### config.mk
export PLATFORM = sky130hd
export DESIGN_NAME = apb_cmd_initiator
export DESIGN_NICKNAME = d
export VERILOG_FILES = /design/src/rtl/apb_cmd_initiator.sv
export SDC_FILE = /design/constraint.sdc
export NUM_CORES = 1
export LEC_CHECK = 0
export CORE_MARGIN = 1.5
export CORE_UTILIZATION = 38
export CTS_CLUSTER_SIZE = 14
export DETAILED_ROUTE_END_ITERATION = 8
export GPL_ROUTABILITY_DRIVEN = 0
export GPL_TIMING_DRIVEN = 0
export HOLD_SLACK_MARGIN = 0.02
export PLACE_DENSITY = 0.76
export SYNTH_ARGS = -nofsm -noshare
export SYNTH_HDL_FRONTEND = slang
export SYNTH_SLANG_ARGS = --single-unit
export TNS_END_PERCENT = 50
### constraint.sdc
create_clock -name pclk_i -period 2.6 [get_ports pclk_i]
set_clock_uncertainty 0.15 [all_clocks]
set_input_delay 0.52 -clock pclk_i [delete_from_list [all_inputs] [get_ports pclk_i]]
set_output_delay 0.52 -clock pclk_i [all_outputs]
set_load 0.02 [all_outputs]
### src/rtl/apb_cmd_initiator.sv
// Command-port driven APB3 initiator: one valid/ready command becomes one APB3
// transfer, and its result comes back on a valid/ready response port.
// A PREADY watchdog aborts transfers to a hung target.
module apb_cmd_initiator #(
  parameter int unsigned TIMEOUT_CYCLES = 256
) (
  input  logic        pclk_i,
  input  logic        preset_i,
  input  logic        cmd_valid_i,
  output logic        cmd_ready_o,
  input  logic        cmd_write_i,
  input  logic [31:0] cmd_addr_i,
  input  logic [31:0] cmd_wdata_i,
  output logic        rsp_valid_o,
  input  logic        rsp_ready_i,
  output logic [31:0] rsp_rdata_o,
  output logic        rsp_err_o,
  output logic        rsp_timeout_o,
  output logic [7:0]  err_count_o,
  output logic [31:0] paddr_o,
  output logic        psel_o,
  output logic        penable_o,
  output logic        pwrite_o,
  output logic [31:0] pwdata_o,
  input  logic [31:0] prdata_i,
  input  logic        pready_i,
  input  logic        pslverr_i
);

  typedef enum logic [1:0] {IDLE, SETUP, ACCESS, RESP} state_e;

  localparam logic        TO_EN   = (TIMEOUT_CYCLES != 0);
  localparam logic [15:0] TO_LAST = 16'(TIMEOUT_CYCLES - 1);

  state_e      state_q, state_d;
  logic [31:0] paddr_q, paddr_d;
  logic [31:0] pwdata_q, pwdata_d;
  logic        pwrite_q, pwrite_d;
  logic        psel_q, psel_d;
  logic        penable_q, penable_d;
  logic        rsp_valid_q, rsp_valid_d;
  logic [31:0] rsp_rdata_q, rsp_rdata_d;
  logic        rsp_err_q, rsp_err_d;
  logic        rsp_timeout_q, rsp_timeout_d;
  logic [7:0]  err_count_q, err_count_d;
  logic [15:0] tcnt_q, tcnt_d;
  logic        timeout_hit;

  assign timeout_hit = TO_EN && (tcnt_q == TO_LAST);

  always_ff @(posedge pclk_i) begin
    if (preset_i) state_q <= IDLE;
    else          state_q <= state_d;
  end

  always_comb begin
    state_d = state_q;
    case (state_q)
      IDLE:    if (cmd_valid_i) state_d = SETUP;
      SETUP:   state_d = ACCESS;
      ACCESS:  if (pready_i || timeout_hit) state_d = RESP;
      RESP:    if (rsp_ready_i) state_d = IDLE;
      default: state_d = IDLE;
    endcase
  end

  // APB strobes and RSP_VALID are computed from the next state so they come out of flops.
  always_comb begin
    paddr_d       = paddr_q;
    pwdata_d      = pwdata_q;
    pwrite_d      = pwrite_q;
    rsp_rdata_d   = rsp_rdata_q;
    rsp_err_d     = rsp_err_q;
    rsp_timeout_d = rsp_timeout_q;
    err_count_d   = err_count_q;
    tcnt_d        = tcnt_q;
    psel_d        = (state_d == SETUP) || (state_d == ACCESS);
    penable_d     = (state_d == ACCESS);
    rsp_valid_d   = (state_d == RESP);
    case (state_q)
      IDLE: begin
        if (cmd_valid_i) begin
          paddr_d  = cmd_addr_i;
          pwrite_d = cmd_write_i;
          pwdata_d = cmd_write_i ? cmd_wdata_i : 32'h0;
        end
      end
      SETUP: tcnt_d = 16'h0;
      ACCESS: begin
        if (pready_i) begin
          rsp_rdata_d   = pwrite_q ? 32'h0 : prdata_i;
          rsp_err_d     = pslverr_i;
          rsp_timeout_d = 1'b0;
        end else if (timeout_hit) begin
          rsp_rdata_d   = 32'h0;
          rsp_err_d     = 1'b1;
          rsp_timeout_d = 1'b1;
        end else begin
          tcnt_d = tcnt_q + 16'h1;
        end
      end
      default: ;
    endcase
    if ((state_q == ACCESS) && (state_d == RESP) && rsp_err_d && (err_count_q != 8'hFF))
      err_count_d = err_count_q + 8'h1;
  end

  always_ff @(posedge pclk_i) begin
    if (preset_i) begin
      paddr_q       <= 32'h0;
      pwdata_q      <= 32'h0;
      pwrite_q      <= 1'b0;
      psel_q        <= 1'b0;
      penable_q     <= 1'b0;
      rsp_valid_q   <= 1'b0;
      rsp_rdata_q   <= 32'h0;
      rsp_err_q     <= 1'b0;
      rsp_timeout_q <= 1'b0;
      err_count_q   <= 8'h0;
      tcnt_q        <= 16'h0;
    end else begin
      paddr_q       <= paddr_d;
      pwdata_q      <= pwdata_d;
      pwrite_q      <= pwrite_d;
      psel_q        <= psel_d;
      penable_q     <= penable_d;
      rsp_valid_q   <= rsp_valid_d;
      rsp_rdata_q   <= rsp_rdata_d;
      rsp_err_q     <= rsp_err_d;
      rsp_timeout_q <= rsp_timeout_d;
      err_count_q   <= err_count_d;
      tcnt_q        <= tcnt_d;
    end
  end

  // The only combinational output: held low throughout reset.
  assign cmd_ready_o   = (state_q == IDLE) && !preset_i;
  assign rsp_valid_o   = rsp_valid_q;
  assign rsp_rdata_o   = rsp_rdata_q;
  assign rsp_err_o     = rsp_err_q;
  assign rsp_timeout_o = rsp_timeout_q;
  assign err_count_o   = err_count_q;
  assign paddr_o       = paddr_q;
  assign psel_o        = psel_q;
  assign penable_o     = penable_q;
  assign pwrite_o      = pwrite_q;
  assign pwdata_o      = pwdata_q;

endmodule
==> results of run 1 <==
stage by stage:
step	total power, mW	hold slack [ns]	setup TNS (ns)	area, um^2
finish	5.20	0.225	0	8080
global route	5.40	0.230	-0.0103	8080
CTS	5.23	0.208	0	8010
detailed placement	2.91	0.295	-4.65	7380
global placement	2.90	0.288	-4.34	7380
floorplan	2.50	0.320	0	5050
registers in the layout, indices dropped and copies added (netlist names):
signal and count:
state_q 2, rsp_valid_o 1, pwdata_o 32, psel_o 1, penable_o 1, paddr_o 32, rsp_timeout_o 1, pwrite_o 1
rsp_rdata_o 32, rsp_err_o 1, tcnt_q 16, err_count_o 8
worst paths after layout:
check	cells after the start	endpoint	slack [ns]	startpoint
setup / recovery	9	err_count_o[5]	0.08	tcnt_q[13]
hold / removal	2	rsp_timeout_o	0.23	pready_i
setup reg to reg	9	err_count_o[5]	0.08	tcnt_q[13]
hold reg to reg	2	pwdata_o[3]	0.30	pwdata_o[3]
cell families after synthesis:
kind of cell,count (synthesis)
simple gates,223
flops,128
buf+inv,50
compound gates,143
fa+ha+maj,4
mux,9
xor+xnor,1
critical path, delay by kind of cell (launching register included):
kind,cells,cell delay [ns]
multiplexers,1,0.33
AO/OA/AOI/OAI,4,0.72
AND/OR/NAND/NOR,1,0.42
buffers and inverters,2,0.25
adder cells (fa/ha/maj),1,0.13
flip-flops,1,0.39
report_power, final:
group | switching [mW] | internal (mW)
registers | 0.0498 | 2.05
clock network | 0.810 | 1.51
logic | 0.403 | 0.380
area by class of cell:
cell class	count	area [um^2]
multi-input cells	380	2330
inverters	5	18.8
plain buffers	42	224
well taps	172	215
repair buffers	215	2150
fillers	1058	4690
clock buffers	26	499
clock inverters	5	77.6
flip-flops and latches	128	2570
layer usage:
| metal | track usage (%) | part of all wire, % | vias up | routed length [um] |
|---|---|---|---|---|
| li1 | - | - | 2446 | - |
| met1 | 25.6 | 40 | 2345 | 6290 |
| met2 | 37.9 | 49 | 178 | 7750 |
| met3 | 8.87 | 8.3 | 30 | 1310 |
| met4 | 7.85 | 2.0 | 0 | 320 |
| met5 | 0 | 0 | - | 0 |
placed cells by master (no fill, tap or decap), types with 5 or more instances in the layout:
cell type          n
a21oi_1           78
clkbuf_16         17
nor2b_1           12
a22o_1            32
dfxtp_1          126
nor2_1            13
clkbuf_1          29
buf_2              7
nand2b_1           5
nand2_1          110
nand3_1           45
clkbuf_8           8
clkdlybuf4s50_1  210
o311ai_0           5
nand4_1            5
timing repair:
action / 4_1_cts / 5_1_grt
cloned: 0 / 0
buffers inserted: 3 / 1
pin swaps: 3 / 4
endpoints found under the setup margin: 8 / 8
gates resized for setup: 10 / 13
==> load_flow_metrics.sql, run 1 <==
INSERT INTO impl_metrics (metric_group, metric, value, unit) VALUES
('timing', 'timing_max_transition_violations_final', '0', ''),
('timing', 'timing.final.ws_setup', '0.0818', 'ns'),
('synthesis', 'synth_simple_gate_area_share', '21.9', '%'),
('cts', 'clk_root_buffer_cell', 'clkbuf_16', ''),
('place', 'buffer_ports.inserted', '211', ''),
('synthesis', 'synth_edf_count', '0', ''),
('synthesis', 'synth_top_area_cell', 'dfxtp_1', ''),
('synthesis', 'synth_top_family_by_area', 'simple AND/OR/NAND/NOR gates', ''),
('route', 'count_of_antenna_violating_nets_left_after_detailed_routing', '0', ''),
('cts', 'post_cts_hold_buffer_count', '0', ''),
('cts', 'htreeDepth', '4', ''),
('outcome', 'run_status', 'completed', ''),
('power_and_ir_drop', 'power.density_cell_area', '643', 'nW/um^2'),
('synthesis', 'mappedNetlistArea', '5020', 'um^2'),
('critical_path', 'crit_path_max_fanout', '6', ''),
('route', 'routed_wire_length_per_instance', '16.1', 'um'),
('synthesis', 'synth_compound_gate_area_share', '19.0', '%'),
('synthesis', 'post_synth_xor_area_fraction', '0.174', '%'),
('route', 'drt-pass1-iter-count', '5', ''),
('synthesis', 'synthesis.instances', '558', ''),
('synthesis', 'synth_nets', '665', ''),
('die', 'starting_density_of_the_core', '39.3', '%'),
('synthesis', 'synth_async_sr_flop_share', '0', '%'),
('critical_path', 'worst_ep_required_time', '2.74', 'ns'),
('synthesis', 'ys.warnings.count', '0', ''),
('global_routing', 'wire_length_of_the_first_global_routing_pass', '25100', 'um'),
('finish', 'syn2layout_area_growth', '60.9', '%'),
('die', 'chipWidth', '118', 'um'),
('route', 'drcViolationCount', '0', ''),
('global_routing', 'grt_use_total', '22.4', '%'),
('die', 'die-area', '13900', 'um^2'),
('synthesis', 'synthDistinctLibCells', '54', ''),
('timing', 'final_critical_path_time_including_i_o_delays_and_setup', '2.52', 'ns'),
('synthesis', 'synth-main-ff-cell', 'dfxtp_1', ''),
('route', 'initialDrtViolationCount', '298', ''),
('critical_path', 'cp_cell_sequence', 'nor4_4 -> a41o_4 -> a21oi_2 -> inv_2 -> ha_4 -> o2111ai_4 -> buf_12 -> a2111oi_4 -> mux2_4', ''),
('global_routing', 'overflow', '0', ''),
('cts', 'cts_tree', 'built', ''),
('synthesis', 'synth_top_area_cells', 'dfxtp_1 (51%), nand2_1 (8.2%), a21oi_1 (8.0%)', ''),
('critical_path', 'cp_slowest_cell', 'nor4_4', ''),
('critical_path', 'path_class', 'flip-flop to flip-flop', ''),
('timing', 'timing.slew.headroom', '54.9', '%'),
('route', 'number_of_vias_per_cell', '5.14', ''),
('timing', 'clock.fmax', '397', 'MHz'),
('critical_path', 'worstSetupStartpointType', 'flip-flop', ''),
('global_routing', 'maximum_number_of_pins_on_one_net_before_global_route_repair', '20', ''),
('cts', 'clock_insertion_delay_worst_skew', '0.41', 'ns'),
('die', 'floorplan.io_pins', '214', ''),
('synthesis', 'synth-seq-area-share', '51.0', '%'),
('cts', 'clock_path_buffers', '2', ''),
('cts', 'clk_pin_slew_worst_paths', '0.06', 'ns'),
('global_routing', 'first_global_vias', '5152', ''),
('synthesis', 'post_synth_most_frequent_cells', 'dfxtp_1 (128), nand2_1 (110), a21oi_1 (80), nand3_1 (45), a22o_1 (32)', ''),
('cts', 'numClockSinks', '128', ''),
('finish', 'final_cell_count_no_fill', '973', ''),
('finish', 'layout.core_utilization', '63.3', '%'),
('finish', 'layout-drive-gt1-share', '9.61', '%'),
('finish', 'antenna_cells', '0', ''),
('synthesis', 'yosys_register_bits', '128', ''),
('critical_path', 'critPathArrivalTime', '2.65', 'ns'),
('finish', 'fin_nets', '896', ''),
('job', 'drv_cap', '0', ''),
('power_and_ir_drop', 'leak_pwr', '2.85', 'nW'),
('critical_path', 'timing.critical_path.slowest_cell_delay', '0.42', 'ns'),
('timing', 'final_min_period_over_clock_period', '96.9', '%'),
('critical_path', 'crit_path_end_kind', 'flip-flop', ''),
('timing', 'hold_viol_final', '0', ''),
('place', 'placed_cells_incl_taps', '941', ''),
('synthesis', 'synth.avg_cell_area', '9.00', 'um^2'),
('place', 'preCtsSetupSlack', '-0.622', 'ns'),
('route', 'vias', '4999', '');
(Power assumes the default switching activity.)
==> run 2, diff against run 1 <==
--- a/config.mk
+++ b/config.mk
@@ -5,8 +5,11 @@
 export SDC_FILE = /design/constraint.sdc
 export NUM_CORES = 1
 export LEC_CHECK = 0
+export ABC_AREA = 0
+export CAP_MARGIN = 20
 export CORE_MARGIN = 1.5
 export CORE_UTILIZATION = 38
+export CTS_CLUSTER_DIAMETER = 150
 export CTS_CLUSTER_SIZE = 14
 export DETAILED_ROUTE_END_ITERATION = 8
 export GPL_ROUTABILITY_DRIVEN = 0
==> results of run 2 <==
No change in the layout: final DEF, timing and power equal those of run 1.
